File: config.mk
export PLATFORM = sky130hd
export DESIGN_NAME = song_sequencer_flat
export DESIGN_NICKNAME = d
export VERILOG_FILES = /design/src/rtl/song_pkg.sv /design/src/rtl/song_sequencer_if.sv /design/src/rtl/song_sequencer_rom.sv /design/src/rtl/song_sequencer.sv /design/src/flat_wrapper.sv
export SDC_FILE = /design/constraint.sdc
export NUM_CORES = 1
export LEC_CHECK = 0
export BUFFER_PORTS_ARGS = -buffer_cell sky130_fd_sc_hd__buf_2
export CELL_PAD_IN_SITES_DETAIL_PLACEMENT = 1
export CELL_PAD_IN_SITES_GLOBAL_PLACEMENT = 1
export CORE_MARGIN = 2
export CORE_UTILIZATION = 41
export CTS_CLUSTER_DIAMETER = 150
export CTS_CLUSTER_SIZE = 20
export DETAILED_ROUTE_END_ITERATION = 8
export PLACE_DENSITY_LB_ADDON = 0.1
export SLEW_MARGIN = 20
export SYNTH_ARGS = -nofsm -noshare
export SYNTH_HDL_FRONTEND = slang
export SYNTH_SLANG_ARGS = --single-unit
File: constraint.sdc
create_clock -name clk -period 2.69 [get_ports clk]
set_input_delay 0.1345 -clock clk [delete_from_list [all_inputs] [get_ports clk]]
set_output_delay 0.1345 -clock clk [all_outputs]
set_load 0.05 [all_outputs]
File: src/rtl/song_pkg.sv
// Shared types and defaults for the song sequencer.
// Holds the FSM state encoding and the built-in melody table.
package song_pkg;

  localparam int DEF_NUM_CH = 4;
  localparam int DEF_TONE_W = 4;
  localparam int DEF_LEN    = 32;
  localparam int DEF_IDX_W  = 8;
  localparam int DEF_DIV_W  = 16;

  localparam int ROM_DEPTH  = 32;

  typedef enum logic [1:0] {
    S_IDLE,
    S_PLAY,
    S_PAUSE,
    S_DONE
  } state_t;

  // Four channels of 4-bit tones per beat, channel 0 in the top nibble.
  localparam logic [15:0] BEATS [ROM_DEPTH] = '{
    16'h33A1, 16'h0000, 16'h33A0, 16'h3390,
    16'h70C1, 16'h7080, 16'h5571, 16'h5570,
    16'h4461, 16'h4460, 16'h3351, 16'h0000,
    16'h2241, 16'h2240, 16'h1131, 16'h1130,
    16'h33A1, 16'h0000, 16'h33A0, 16'h3390,
    16'h70C1, 16'h7080, 16'h5571, 16'h5570,
    16'h4461, 16'h4460, 16'h3351, 16'h3350,
    16'h2241, 16'h2240, 16'h1131, 16'h0000
  };

endpackage

File: src/rtl/song_sequencer_if.sv
// Control/status bundle between a host and the song sequencer.
// The host drives requests and tempo; the sequencer returns tones.
interface song_sequencer_if
  import song_pkg::*;
#(
  parameter int NUM_CH = DEF_NUM_CH,
  parameter int TONE_W = DEF_TONE_W,
  parameter int IDX_W  = DEF_IDX_W,
  parameter int DIV_W  = DEF_DIV_W
);

  logic                       play;
  logic                       pause;
  logic                       stop;
  logic                       loop_en;
  logic [DIV_W-1:0]           tempo;
  logic [NUM_CH*TONE_W-1:0]   tones;
  logic [IDX_W-1:0]           note_index;
  logic                       playing;
  logic                       song_done;

  modport master (
    output play,
    output pause,
    output stop,
    output loop_en,
    output tempo,
    input  tones,
    input  note_index,
    input  playing,
    input  song_done
  );

  modport slave (
    input  play,
    input  pause,
    input  stop,
    input  loop_en,
    input  tempo,
    output tones,
    output note_index,
    output playing,
    output song_done
  );

endinterface

File: src/rtl/song_sequencer_rom.sv
// Combinational melody lookup: step index to packed channel beat.
// Indices past the song length or the table depth read as silence.
module song_rom
  import song_pkg::*;
#(
  parameter int NUM_CH = DEF_NUM_CH,
  parameter int TONE_W = DEF_TONE_W,
  parameter int LEN    = DEF_LEN,
  parameter int IDX_W  = DEF_IDX_W
) (
  input  logic [IDX_W-1:0]           i_idx,
  output logic [NUM_CH*TONE_W-1:0]   o_beat
);

  localparam int W = NUM_CH * TONE_W;

  logic [4:0] w_sel;

  assign w_sel = 5'(i_idx);

  always_comb begin
    o_beat = '0;
    if (int'(i_idx) < LEN && int'(i_idx) < ROM_DEPTH) begin
      o_beat = W'(BEATS[w_sel]);
    end
  end

endmodule

File: src/rtl/song_sequencer.sv
// Tempo-driven step sequencer that plays the melody table.
// Request priority is stop > pause > play in every state.
module song_sequencer
  import song_pkg::*;
#(
  parameter int NUM_CH = DEF_NUM_CH,
  parameter int TONE_W = DEF_TONE_W,
  parameter int LEN    = DEF_LEN,
  parameter int IDX_W  = DEF_IDX_W,
  parameter int DIV_W  = DEF_DIV_W
) (
  input logic              clk,
  input logic              reset_n,
  song_sequencer_if.slave  bus
);

  localparam int W = NUM_CH * TONE_W;
  localparam logic [IDX_W-1:0] LAST = IDX_W'(LEN - 1);

  state_t            r_state;
  logic [IDX_W-1:0]  r_idx;
  logic [DIV_W-1:0]  r_pre;
  logic [W-1:0]      r_tones;
  logic              r_done;

  logic [W-1:0]      w_beat;
  logic              w_step;

  song_rom #(
    .NUM_CH (NUM_CH),
    .TONE_W (TONE_W),
    .LEN    (LEN),
    .IDX_W  (IDX_W)
  ) u_rom (
    .i_idx  (r_idx),
    .o_beat (w_beat)
  );

  // >= so that lowering tempo below the running count steps at once
  assign w_step = r_pre >= bus.tempo;

  always_ff @(posedge clk) begin
    if (!reset_n) begin
      r_state <= S_IDLE;
      r_idx   <= '0;
      r_pre   <= '0;
      r_tones <= '0;
      r_done  <= 1'b0;
    end else begin
      r_done  <= 1'b0;
      r_tones <= '0;
      unique case (r_state)
        S_IDLE, S_DONE: begin
          if (bus.stop) begin
            r_state <= S_IDLE;
            r_idx   <= '0;
            r_pre   <= '0;
          end else if (!bus.pause && bus.play) begin
            r_state <= S_PLAY;
            r_idx   <= '0;
            r_pre   <= '0;
          end
        end
        S_PLAY: begin
          if (bus.stop) begin
            r_state <= S_IDLE;
            r_idx   <= '0;
            r_pre   <= '0;
          end else if (bus.pause) begin
            r_state <= S_PAUSE;
          end else begin
            r_tones <= w_beat;
            if (w_step) begin
              r_pre <= '0;
              if (r_idx < LAST) begin
                r_idx <= r_idx + 1'b1;
              end else if (bus.loop_en) begin
                r_idx <= '0;
              end else begin
                r_state <= S_DONE;
                r_done  <= 1'b1;
                r_tones <= '0;
              end
            end else begin
              r_pre <= r_pre + 1'b1;
            end
          end
        end
        S_PAUSE: begin
          if (bus.stop) begin
            r_state <= S_IDLE;
            r_idx   <= '0;
            r_pre   <= '0;
          end else if (!bus.pause && bus.play) begin
            r_state <= S_PLAY;
          end
        end
      endcase
    end
  end

  assign bus.tones      = r_tones;
  assign bus.note_index = r_idx;
  assign bus.playing    = (r_state == S_PLAY);
  assign bus.song_done  = r_done;

endmodule

File: src/flat_wrapper.sv
// flat-port wrapper written by rule: the top's interface ports become plain ports
module song_sequencer_flat import song_pkg::*;
#(
  parameter int NUM_CH = DEF_NUM_CH,
  parameter int TONE_W = DEF_TONE_W,
  parameter int LEN    = DEF_LEN,
  parameter int IDX_W  = DEF_IDX_W,
  parameter int DIV_W  = DEF_DIV_W
)
  (clk, reset_n, bus_play, bus_pause, bus_stop, bus_loop_en, bus_tempo, bus_tones, bus_note_index, bus_playing, bus_song_done);
  song_sequencer_if #(.NUM_CH(NUM_CH), .TONE_W(TONE_W), .IDX_W(IDX_W), .DIV_W(DIV_W)) bus_i ();
  input logic clk;
  input logic reset_n;
  input wire logic [$bits(bus_i.play)-1:0] bus_play;
  input wire logic [$bits(bus_i.pause)-1:0] bus_pause;
  input wire logic [$bits(bus_i.stop)-1:0] bus_stop;
  input wire logic [$bits(bus_i.loop_en)-1:0] bus_loop_en;
  input wire logic [$bits(bus_i.tempo)-1:0] bus_tempo;
  output wire logic [$bits(bus_i.tones)-1:0] bus_tones;
  output wire logic [$bits(bus_i.note_index)-1:0] bus_note_index;
  output wire logic [$bits(bus_i.playing)-1:0] bus_playing;
  output wire logic [$bits(bus_i.song_done)-1:0] bus_song_done;
  assign bus_i.play = bus_play;
  assign bus_i.pause = bus_pause;
  assign bus_i.stop = bus_stop;
  assign bus_i.loop_en = bus_loop_en;
  assign bus_i.tempo = bus_tempo;
  assign bus_tones = bus_i.tones;
  assign bus_note_index = bus_i.note_index;
  assign bus_playing = bus_i.playing;
  assign bus_song_done = bus_i.song_done;
  song_sequencer #(.NUM_CH(NUM_CH), .TONE_W(TONE_W), .LEN(LEN), .IDX_W(IDX_W), .DIV_W(DIV_W)) u_core (.clk(clk), .reset_n(reset_n), .bus(bus_i));
endmodule
==> flow_metrics.env, run 1 <==
export IMPL_status="finished clean"
export IMPL_port_buffers=42
export IMPL_rows=27
export IMPL_cts_tree="done"
export IMPL_worst_setup_path_start_kind="register"
export IMPL_die_x_um=80.6
export IMPL_h_tree_depth=2
export IMPL_hold_viol=0
export IMPL_holdPathEnd="u_core.bus.song_done$_SDFF_PP0_"
export IMPL_grt_overflow_total=0
export IMPL_worst_r2r_setup_slack_ps=270
export IMPL_power_density_nw_per_um2=379
export IMPL_cp_arrival_ps=2570
export IMPL_p_leak_nw=1.32
export IMPL_antenna_found_initial=0
export IMPL_drv_cap=0
export IMPL_worstSkewPairLatency_ps=290
export IMPL_cts_root_buf="clkbuf_8"
export IMPL_finish_cell_count_without_fillers=414
export IMPL_dr_total_vias=2185
export IMPL_io_pins=48
export IMPL_grt_setup_unrepaired="no"
export IMPL_final_max_slew_viol_count=0
export IMPL_drtIter0Drc=53
export IMPL_whs_path_depth=2
export IMPL_coreArea_um2=5570
export IMPL_postSynthCellCount=294
export IMPL_synth_cell_types=57
export IMPL_dp_hpwl_um=4770
export IMPL_ir_drop_mv=0.207
export IMPL_skew_ps=6.54
export IMPL_cts_buffers=5
export IMPL_syn2layout_area_growth_pct=16.5
export IMPL_post_route_period_util=0.900
export IMPL_dp_cells=408
export IMPL_clk_pin_slew_ps=70
export IMPL_diodes=0
export IMPL_drive_above_1_share=0.211
export IMPL_vias_per_cell=5.28
export IMPL_ys_ff_latch=38
export IMPL_syn_area_um2=2400
export IMPL_place_gp_congestion=0.825
export IMPL_max_slew_margin_rel=0.553
export IMPL_fin_setup_tns_ps=0
export IMPL_cp_max_fo=12
export IMPL_hold_class="primary input to register"
export IMPL_finalWirelength_um=6110
export IMPL_start_util=0.431
export IMPL_grt_pass1_wl_um=10800
export IMPL_fin_crit_ps=2420
export IMPL_ant_nets=0
export IMPL_cts_num_sinks=38
export IMPL_synth_main_ff_cell="dfxtp_1"
export IMPL_fillers=718
export IMPL_reg2reg_from="u_core.r_state[1]$_SDFFE_PN0P_"
export IMPL_avgSynthCellArea_um2=8.18
export IMPL_die_area_um2=6490
export IMPL_yosysWarnings=0
export IMPL_die_h_um=80.6
export IMPL_max_freq_ghz=0.413
export IMPL_worstPathRequired_ps=2840
export IMPL_synth_edf_count=0
export IMPL_reg2reg_to="u_core.r_pre[13]$_SDFFE_PN0P_"
export IMPL_drcViolationCount=0
export IMPL_min_from="bus_pause"
export IMPL_place_area_um2=2720
export IMPL_grt_start_max_net_pins=19
export IMPL_final_cell_area_um2=2800
export IMPL_fin_total_pwr_mw=1.06
export IMPL_reg2reg_depth=8
export IMPL_final_setup_viol_count=0
export IMPL_holdWs_ps=97.1
export IMPL_first_pass_iters=4
export IMPL_synth_seq_area_share=0.316
export IMPL_clockBufferDepth=2
export IMPL_tightest_slew_ps=668
export IMPL_synthArstFlopShare=0
export IMPL_grt_use_total=0.212
export IMPL_crit_type="register to register"
export IMPL_crit_path_end_kind="register"
export IMPL_postCtsSetupBuffers=0
export IMPL_grt_pass1_vias=2224
export IMPL_wire_per_inst_um=14.8
export IMPL_fin_nets=391
## routing by layer
| metal | GRT usage | wire length (µm) |
|---|---|---|
| met5 | 0 | 0 |
| met2 | 0.361 | 3000 |
| met1 | 0.275 | 2790 |
| met3 | 0.0393 | 250 |
| met4 | 0.0559 | 68 |
## layout make-up
class / instances / area (µm²) / share of cell area
multi-input combinational: 222 / 1490 / 0.531
sequential: 38 / 761 / 0.272
timing repair buffer: 53 / 293 / 0.105
tap: 72 / 90.1 / 0.0322
inverter: 23 / 86.3 / 0.0308
clock buffer: 6 / 82.6 / 0.0295
## critical path, stage by stage (launching register included)
cell and delay (ps):
dfxtp_1 360, inv_1 70, ha_1 280, a21o_1 200, a21oi_2 340, nor2_1 260
a41o_1 260, nand2_1 340, o21ai_0 170
## through the flow
| stage | util | setup WS (ps) |
|---|---|---|
| after global routing | 0.503 | 24.7 |
| after global placement | 0.488 | 266 |
| final | 0.503 | 269 |
| after CTS | 0.502 | 170 |
| after floorplan | - | 388 |
| after detailed placement | 0.488 | 195 |
## what timing repair did
| item | in CTS | in global routing |
|---|---|---|
| hold buffers | 0 | 0 |
| endpoints found under the setup margin | 0 | 7 |
| resized for setup | 0 | 1 |
## cells in the final DEF, fill, tap and decap left out, types with 3 or more instances in the layout
| cell | count |
|---|---|
| buf_2 | 42 |
| dfxtp_1 | 38 |
| nor2_1 | 31 |
| nand2_1 | 28 |
| ha_1 | 26 |
| inv_1 | 23 |
| a21oi_1 | 20 |
| o21ai_0 | 12 |
| buf_4 | 11 |
| nand4_1 | 9 |
| nand2b_1 | 7 |
| clkbuf_8 | 6 |
| nor3_1 | 5 |
| and3_1 | 5 |
| nand3_1 | 5 |
| xor2_1 | 5 |
| conb_1 | 5 |
| nor2b_1 | 4 |
| o211ai_1 | 4 |
| xnor2_1 | 4 |
| a211oi_1 | 3 |
| o2111ai_1 | 3 |
| and2_1 | 3 |
| o31ai_1 | 3 |
| or3_1 | 3 |
## kinds of logic after synthesis
kind of cell | after synthesis | share of synthesized area
simple gates | 114 | 0.247
compound gates | 65 | 0.182
flops | 38 | 0.316
buf+inv | 38 | 0.0713
fa+ha+maj | 26 | 0.135
xor+xnor | 9 | 0.0328
mux | 3 | 0.0135
other cells | 1 | 0.00156
## worst max-delay path by stage
stage / from / to / slack (ps) / cells past startpoint
5_1_grt: u_core.r_pre[13]$_SDFFE_PN0P_ / u_core.bus.tones[5]$_SDFF_PP0_ / 20 / 7
2_1_floorplan: u_core.r_state[1]$_SDFFE_PN0P_ / u_core.r_pre[3]$_SDFFE_PN0P_ / 390 / 8
6_report: u_core.r_state[1]$_SDFFE_PN0P_ / u_core.r_pre[13]$_SDFFE_PN0P_ / 270 / 8
3_5_place_dp: u_core.r_pre[0]$_SDFFE_PN0P_ / u_core.bus.tones[5]$_SDFF_PP0_ / 200 / 8
3_3_place_gp: u_core.r_pre[0]$_SDFFE_PN0P_ / u_core.bus.tones[5]$_SDFF_PP0_ / 270 / 8
4_1_cts: u_core.r_pre[0]$_SDFFE_PN0P_ / u_core.bus.tones[5]$_SDFF_PP0_ / 170 / 8
## cell usage after synthesis (all sizes together) (3+ instances only)
cell / number / area share
xnor2: 4 / 0.015
and2: 3 / 0.0078
xor2: 5 / 0.018
nand4: 11 / 0.034
inv: 23 / 0.036
nor3: 6 / 0.015
nor2: 31 / 0.048
nand2b: 8 / 0.024
o21ai: 12 / 0.025
a211oi: 3 / 0.0094
a21o: 3 / 0.0099
buf: 9 / 0.026
nand3: 5 / 0.010
a21oi: 21 / 0.045
clkbuf: 6 / 0.0094
and3: 6 / 0.016
ha: 26 / 0.14
nand2: 28 / 0.044
o211ai: 4 / 0.012
o2111ai: 4 / 0.017
o31ai: 3 / 0.0094
or3: 4 / 0.012
dfxtp: 38 / 0.32
nor2b: 4 / 0.010
## state kept, by name, indices dropped and copies added (netlist names)
| signal | cells |
|---|---|
| u_core.r_pre | 16 |
| u_core.bus.tones | 11 |
| u_core.bus.note_index | 8 |
| u_core.r_state | 2 |
| u_core.bus.song_done | 1 |
## where the power goes
part           switching [mW]  leakage (nW)  internal [mW]  total (mW)
registers            0.000719         0.306          0.564       0.565
clock network           0.194        0.0431          0.198       0.392
logic                  0.0703         0.969         0.0354       0.106
Power figures use the tool's default switching activity.
==> inputs of run 2 (changes only) <==
--- a/config.mk
+++ b/config.mk
@@ -6,8 +6,10 @@
 export NUM_CORES = 1
 export LEC_CHECK = 0
 export BUFFER_PORTS_ARGS = -buffer_cell sky130_fd_sc_hd__buf_2
+export CAP_MARGIN = 5
 export CELL_PAD_IN_SITES_DETAIL_PLACEMENT = 1
 export CELL_PAD_IN_SITES_GLOBAL_PLACEMENT = 1
+export CORE_ASPECT_RATIO = 0.75
 export CORE_MARGIN = 2
 export CORE_UTILIZATION = 41
 export CTS_CLUSTER_DIAMETER = 150
==> constraint.sdc (replaced) <==
create_clock -name clk -period 2.26 [get_ports clk]
set_input_delay 0.113 -clock clk [delete_from_list [all_inputs] [get_ports clk]]
set_output_delay 0.113 -clock clk [all_outputs]
set_load 0.05 [all_outputs]
==> flow_metrics.env, run 2 (same netlist as run 1, synthesis figures left out) <==
export IMPL_diodes=0
export IMPL_place_area_um2=2970
export IMPL_slowest_delay_ps=510
export IMPL_drtIter0Drc=86
export IMPL_grt_setup_unrepaired="yes"
export IMPL_max_slew_margin_rel=0.616
export IMPL_worst_setup_path_start_kind="register"
export IMPL_hold_viol=0
export IMPL_antenna_found_initial=0
export IMPL_die_h_um=70.3
export IMPL_fin_nets=422
export IMPL_cp_depth=8
export IMPL_crit_buf_inv=1
export IMPL_grt_pass1_vias=2310
export IMPL_skew_ps=8.68
export IMPL_final_setup_viol_count=0
export IMPL_drcViolationCount=0
export IMPL_path_cells="inv_1 > ha_1 > nand2b_4 > a2111o_1 > o2111ai_2 > nand4_2 > or4b_1 > a21bo_1"
export IMPL_cp_arrival_ps=2470
export IMPL_grt_pass1_wl_um=11100
export IMPL_reg2reg_from="u_core.r_pre[0]$_SDFFE_PN0P_"
export IMPL_fin_setup_tns_ps=0
export IMPL_largest_reg_flops=16
export IMPL_grt_overflow_total=0
export IMPL_status="finished clean"
export IMPL_port_buffers=42
export IMPL_hold_class="primary input to register"
export IMPL_dp_cells=445
export IMPL_ant_nets=0
export IMPL_start_util=0.419
export IMPL_coreArea_um2=5740
export IMPL_crit_family="simple AND/OR/NAND/NOR gates"
export IMPL_cts_buffers=5
export IMPL_clk_pin_slew_ps=80
export IMPL_final_cell_mix="buf_2 (42), buf_4 (40), dfxtp_1 (35)"
export IMPL_cts_tree="done"
export IMPL_reg2reg_depth=8
export IMPL_grt_start_max_net_pins=19
export IMPL_holdPathEnd="u_core.bus.song_done$_SDFF_PP0_"
export IMPL_sw_frac_of_total=0.260
export IMPL_syn2layout_area_growth_pct=32.8
export IMPL_tightest_slew_ps=572
export IMPL_post_route_worst_setup_slack_ps=32.7
export IMPL_finalWirelength_um=6860
export IMPL_grt_use_total=0.214
export IMPL_pwr_share_comb=0.121
export IMPL_cts_root_buf="clkbuf_8"
export IMPL_seq_power_share=0.507
export IMPL_place_ws_ps=-67.7
export IMPL_post_route_period_util=0.986
export IMPL_cts_num_sinks=38
export IMPL_cp_slowest_cell="or4b_1"
export IMPL_p_leak_nw=1.50
export IMPL_die_x_um=92.4
export IMPL_dr_total_vias=2321
export IMPL_clockBufferDepth=2
export IMPL_dp_hpwl_um=5290
export IMPL_place_gp_congestion=0.839
export IMPL_power_frac_clock=0.372
export IMPL_mostFrequentLayoutCell="buf_2"
export IMPL_die_area_um2=6500
export IMPL_drv_cap=0
export IMPL_min_from="bus_pause"
export IMPL_worstSkewPairLatency_ps=290
export IMPL_max_freq_ghz=0.449
export IMPL_p_sw_mw=0.344
export IMPL_p_int_mw=0.980
export IMPL_vias_per_cell=5.12
export IMPL_whs_path_depth=2
export IMPL_worst_r2r_setup_slack_ps=30
export IMPL_ir_drop_mv=0.299
export IMPL_worstPathRequired_ps=2500
export IMPL_wire_per_inst_um=15.1
export IMPL_final_max_slew_viol_count=0
export IMPL_drive_above_1_share=0.325
export IMPL_finish_cell_count_without_fillers=453
export IMPL_crit_type="register to register"
export IMPL_final_util=0.557
export IMPL_rows=24
export IMPL_final_cell_area_um2=3190
export IMPL_cp_max_fo=3
export IMPL_io_pins=48
export IMPL_power_density_nw_per_um2=414
export IMPL_crit_path_end_kind="register"
export IMPL_fin_crit_ps=2230
export IMPL_reg2reg_to="u_core.r_pre[3]$_SDFFE_PN0P_"
export IMPL_first_pass_iters=4
export IMPL_h_tree_depth=2
export IMPL_top_register="u_core.r_pre"
run 2: cell count changes in the layout (fill, tap and decap cells not counted), sizes merged:
| cell | previous run | this run |
|---|---|---|
| clkinv | 0 | 1 |
| clkinvlp | 0 | 1 |
| buf | 53 | 84 |
run 2: power groups by stage:
stage	sequential (mW)	combinational, mW	clock [mW]
after floorplan	0.691	0.0863	0
after global placement	0.687	0.142	0
after detailed placement	0.687	0.146	0
after CTS	0.672	0.148	0.504
after global routing	0.672	0.175	0.536
final	0.672	0.160	0.492
run 2: per-layer routing:
layer	GRT usage	vias up	routed length, µm
li1	-	1183	-
met1	0.309	1082	3450
met2	0.323	43	3010
met3	0.0431	13	254
met4	0.0580	0	142
met5	0	-	0
run 2: layout make-up:
| class | instances | area (µm²) |
|---|---|---|
| fill | 730 | 2540 |
| multi-input combinational | 222 | 1610 |
| sequential | 38 | 764 |
| timing repair buffer | 84 | 546 |
| tap | 78 | 97.6 |
| inverter | 23 | 86.3 |
| clock buffer | 6 | 82.6 |
| clock inverter | 2 | 12.5 |
run 2: how the worst max path moves through the flow:
stage	from	end	slack (ps)
floorplan	u_core.r_pre[0]$_SDFFE_PN0P_	u_core.r_pre[3]$_SDFFE_PN0P_	50
global placement	u_core.r_pre[13]$_SDFFE_PN0P_	u_core.bus.note_index[5]$_SDFFE_PN0P_	40
detailed placement	u_core.r_pre[13]$_SDFFE_PN0P_	u_core.bus.note_index[3]$_SDFFE_PN0P_	-70
CTS	u_core.r_pre[0]$_SDFFE_PN0P_	u_core.bus.tones[8]$_SDFF_PP0_	10
global route	u_core.r_state[1]$_SDFFE_PN0P_	u_core.r_pre[3]$_SDFFE_PN0P_	-40
finish	u_core.r_pre[0]$_SDFFE_PN0P_	u_core.r_pre[3]$_SDFFE_PN0P_	30
run 2: what timing repair did:
item	4_1_cts	5_1_grt
pin swaps	1	7
gates resized for setup	5	22
setup buffers	0	0
setup endpoints to repair	9	30
hold buffers	0	0
run 2: per-stage QoR:
| stage | power, mW | hold WS (ps) |
|---|---|---|
| final | 1.32 | 58.3 |
| after detailed placement | 0.833 | 362 |
| after global placement | 0.829 | 368 |
| after global routing | 1.38 | 72.4 |
| after CTS | 1.32 | 52.9 |
| after floorplan | 0.777 | 189 |
==> inputs of run 3 (changes only) <==
--- a/config.mk
+++ b/config.mk
@@ -7,7 +7,7 @@
 export LEC_CHECK = 0
 export BUFFER_PORTS_ARGS = -buffer_cell sky130_fd_sc_hd__buf_2
 export CAP_MARGIN = 5
-export CELL_PAD_IN_SITES_DETAIL_PLACEMENT = 1
+export CELL_PAD_IN_SITES_DETAIL_PLACEMENT = 0
 export CELL_PAD_IN_SITES_GLOBAL_PLACEMENT = 1
 export CORE_ASPECT_RATIO = 0.75
 export CORE_MARGIN = 2
==> flow_metrics.env, run 3 (same netlist as run 1, synthesis figures left out) <==
export IMPL_max_freq_ghz=0.454
export IMPL_ant_nets=0
export IMPL_start_util=0.419
export IMPL_worstSkewPairLatency_ps=290
export IMPL_grt_pass1_wl_um=10000
export IMPL_grt_use_total=0.195
export IMPL_final_util=0.551
export IMPL_clk_pin_slew_ps=80
export IMPL_fin_setup_tns_ps=0
export IMPL_drcViolationCount=0
export IMPL_post_route_period_util=0.974
export IMPL_crit_type="register to register"
export IMPL_cts_buffers=5
export IMPL_finalWirelength_um=5830
export IMPL_cts_tree="done"
export IMPL_dp_cells=445
export IMPL_rows=24
export IMPL_io_pins=48
export IMPL_p_int_mw=0.979
export IMPL_cp_arrival_ps=2440
export IMPL_dr_total_vias=2270
export IMPL_fin_total_pwr_mw=1.32
export IMPL_grt_setup_unrepaired="yes"
export IMPL_finish_cell_count_without_fillers=454
export IMPL_seqCellArea_um2=763
export IMPL_fillers=563
export IMPL_cts_root_buf="clkbuf_8"
export IMPL_reg2reg_depth=8
export IMPL_multi_input_area_um2=1580
export IMPL_grt_overflow_total=0
export IMPL_fin_nets=423
export IMPL_power_density_nw_per_um2=417
export IMPL_reg2reg_from="u_core.r_pre[0]$_SDFFE_PN0P_"
export IMPL_fin_crit_ps=2200
export IMPL_antenna_found_initial=0
export IMPL_final_max_slew_viol_count=0
export IMPL_cts_num_sinks=38
export IMPL_worstPathRequired_ps=2500
export IMPL_sw_frac_of_total=0.258
export IMPL_ir_drop_mv=0.283
export IMPL_drv_cap=0
export IMPL_h_tree_depth=2
export IMPL_hold_viol=0
export IMPL_hold_buffers=0
export IMPL_cp_endpoint="u_core.r_pre[3]$_SDFFE_PN0P_"
export IMPL_place_gp_congestion=0.839
export IMPL_largest_reg_flops=16
export IMPL_worst_r2r_setup_slack_ps=60
export IMPL_crit_path_end_kind="register"
export IMPL_cp_max_fo=3
export IMPL_syn2layout_area_growth_pct=31.5
export IMPL_hold_class="primary input to register"
export IMPL_die_x_um=92.4
export IMPL_die_h_um=70.3
export IMPL_seq_power_share=0.509
export IMPL_dp_hpwl_um=4590
export IMPL_drive_above_1_share=0.309
export IMPL_p_leak_nw=1.50
export IMPL_final_setup_viol_count=0
export IMPL_port_buffers=42
export IMPL_grt_pass1_vias=2065
export IMPL_skew_ps=4.59
export IMPL_crit_path_start="u_core.r_pre[0]$_SDFFE_PN0P_"
export IMPL_clockBufferDepth=2
export IMPL_drtIter0Drc=110
export IMPL_pwr_share_comb=0.118
export IMPL_status="finished clean"
export IMPL_diodes=0
export IMPL_top_register="u_core.r_pre"
export IMPL_p_sw_mw=0.341
export IMPL_power_frac_clock=0.373
export IMPL_first_pass_iters=4
export IMPL_grt_start_max_net_pins=19
export IMPL_die_area_um2=6500
export IMPL_coreArea_um2=5740
export IMPL_vias_per_cell=5.00
export IMPL_wire_per_inst_um=12.9
export IMPL_worst_setup_path_start_kind="register"
export IMPL_reg2reg_to="u_core.r_pre[3]$_SDFFE_PN0P_"
export IMPL_final_cell_mix="buf_2 (42), buf_4 (42), dfxtp_1 (36)"
[run 3: what timing repair did]
action,CTS,global route
setup endpoints to repair,3,25
buffers inserted,0,1
resized for setup,3,15
pin swaps,1,3
[run 3: cell type report]
cell class              instances  area share
clock inverters                 2     0.00396
flip-flops and latches         38       0.241
multi-input cells             222       0.498
clock buffers                   6      0.0261
well taps                      78      0.0309
inverters                      23      0.0273
repair buffers                 85       0.172
[run 3: power groups by stage]
stage | clock [mW] | combinational, mW | sequential [mW]
after floorplan | 0 | 0.0863 | 0.691
after global placement | 0 | 0.142 | 0.687
after detailed placement | 0 | 0.143 | 0.687
after CTS | 0.508 | 0.145 | 0.672
after global routing | 0.544 | 0.171 | 0.672
final | 0.492 | 0.156 | 0.672
[run 3: routing by layer]
metal	vias to the layer above	global-route usage	wire length, µm
li1	1187	-	-
met1	1019	0.300	3180
met2	60	0.266	2270
met3	4	0.0421	329
met4	0	0.0614	56
met5	-	0	0
[run 3: worst max-delay path, stage by stage (launching register included)]
cell and delay [ps]:
dfxtp_2 330, inv_1 50, ha_1 260, nand2b_4 130
a2111o_1 430, o2111ai_2 130, nand4_2 140, or4b_1 500
a21bo_1 180
[run 3: how the worst min path moves through the flow]
| stage | startpoint | end | cells after the start |
|---|---|---|---|
| finish | bus_pause | u_core.bus.song_done$_SDFF_PP0_ | 2 |
| global route | bus_pause | u_core.bus.song_done$_SDFF_PP0_ | 2 |
| CTS | bus_pause | u_core.bus.song_done$_SDFF_PP0_ | 2 |
| detailed placement | bus_pause | u_core.bus.song_done$_SDFF_PP0_ | 2 |
| global placement | bus_pause | u_core.bus.song_done$_SDFF_PP0_ | 2 |
| floorplan | bus_pause | u_core.bus.song_done$_SDFF_PP0_ | 1 |
[run 3: through the flow]
step	worst slack, ps	hold slack, ps	area (µm²)
floorplan	50.0	189	2420
global placement	38.6	368	2970
detailed placement	-69.6	364	2970
CTS	6.60	54.2	3080
global route	-34.1	84.3	3160
finish	59.2	62.4	3160
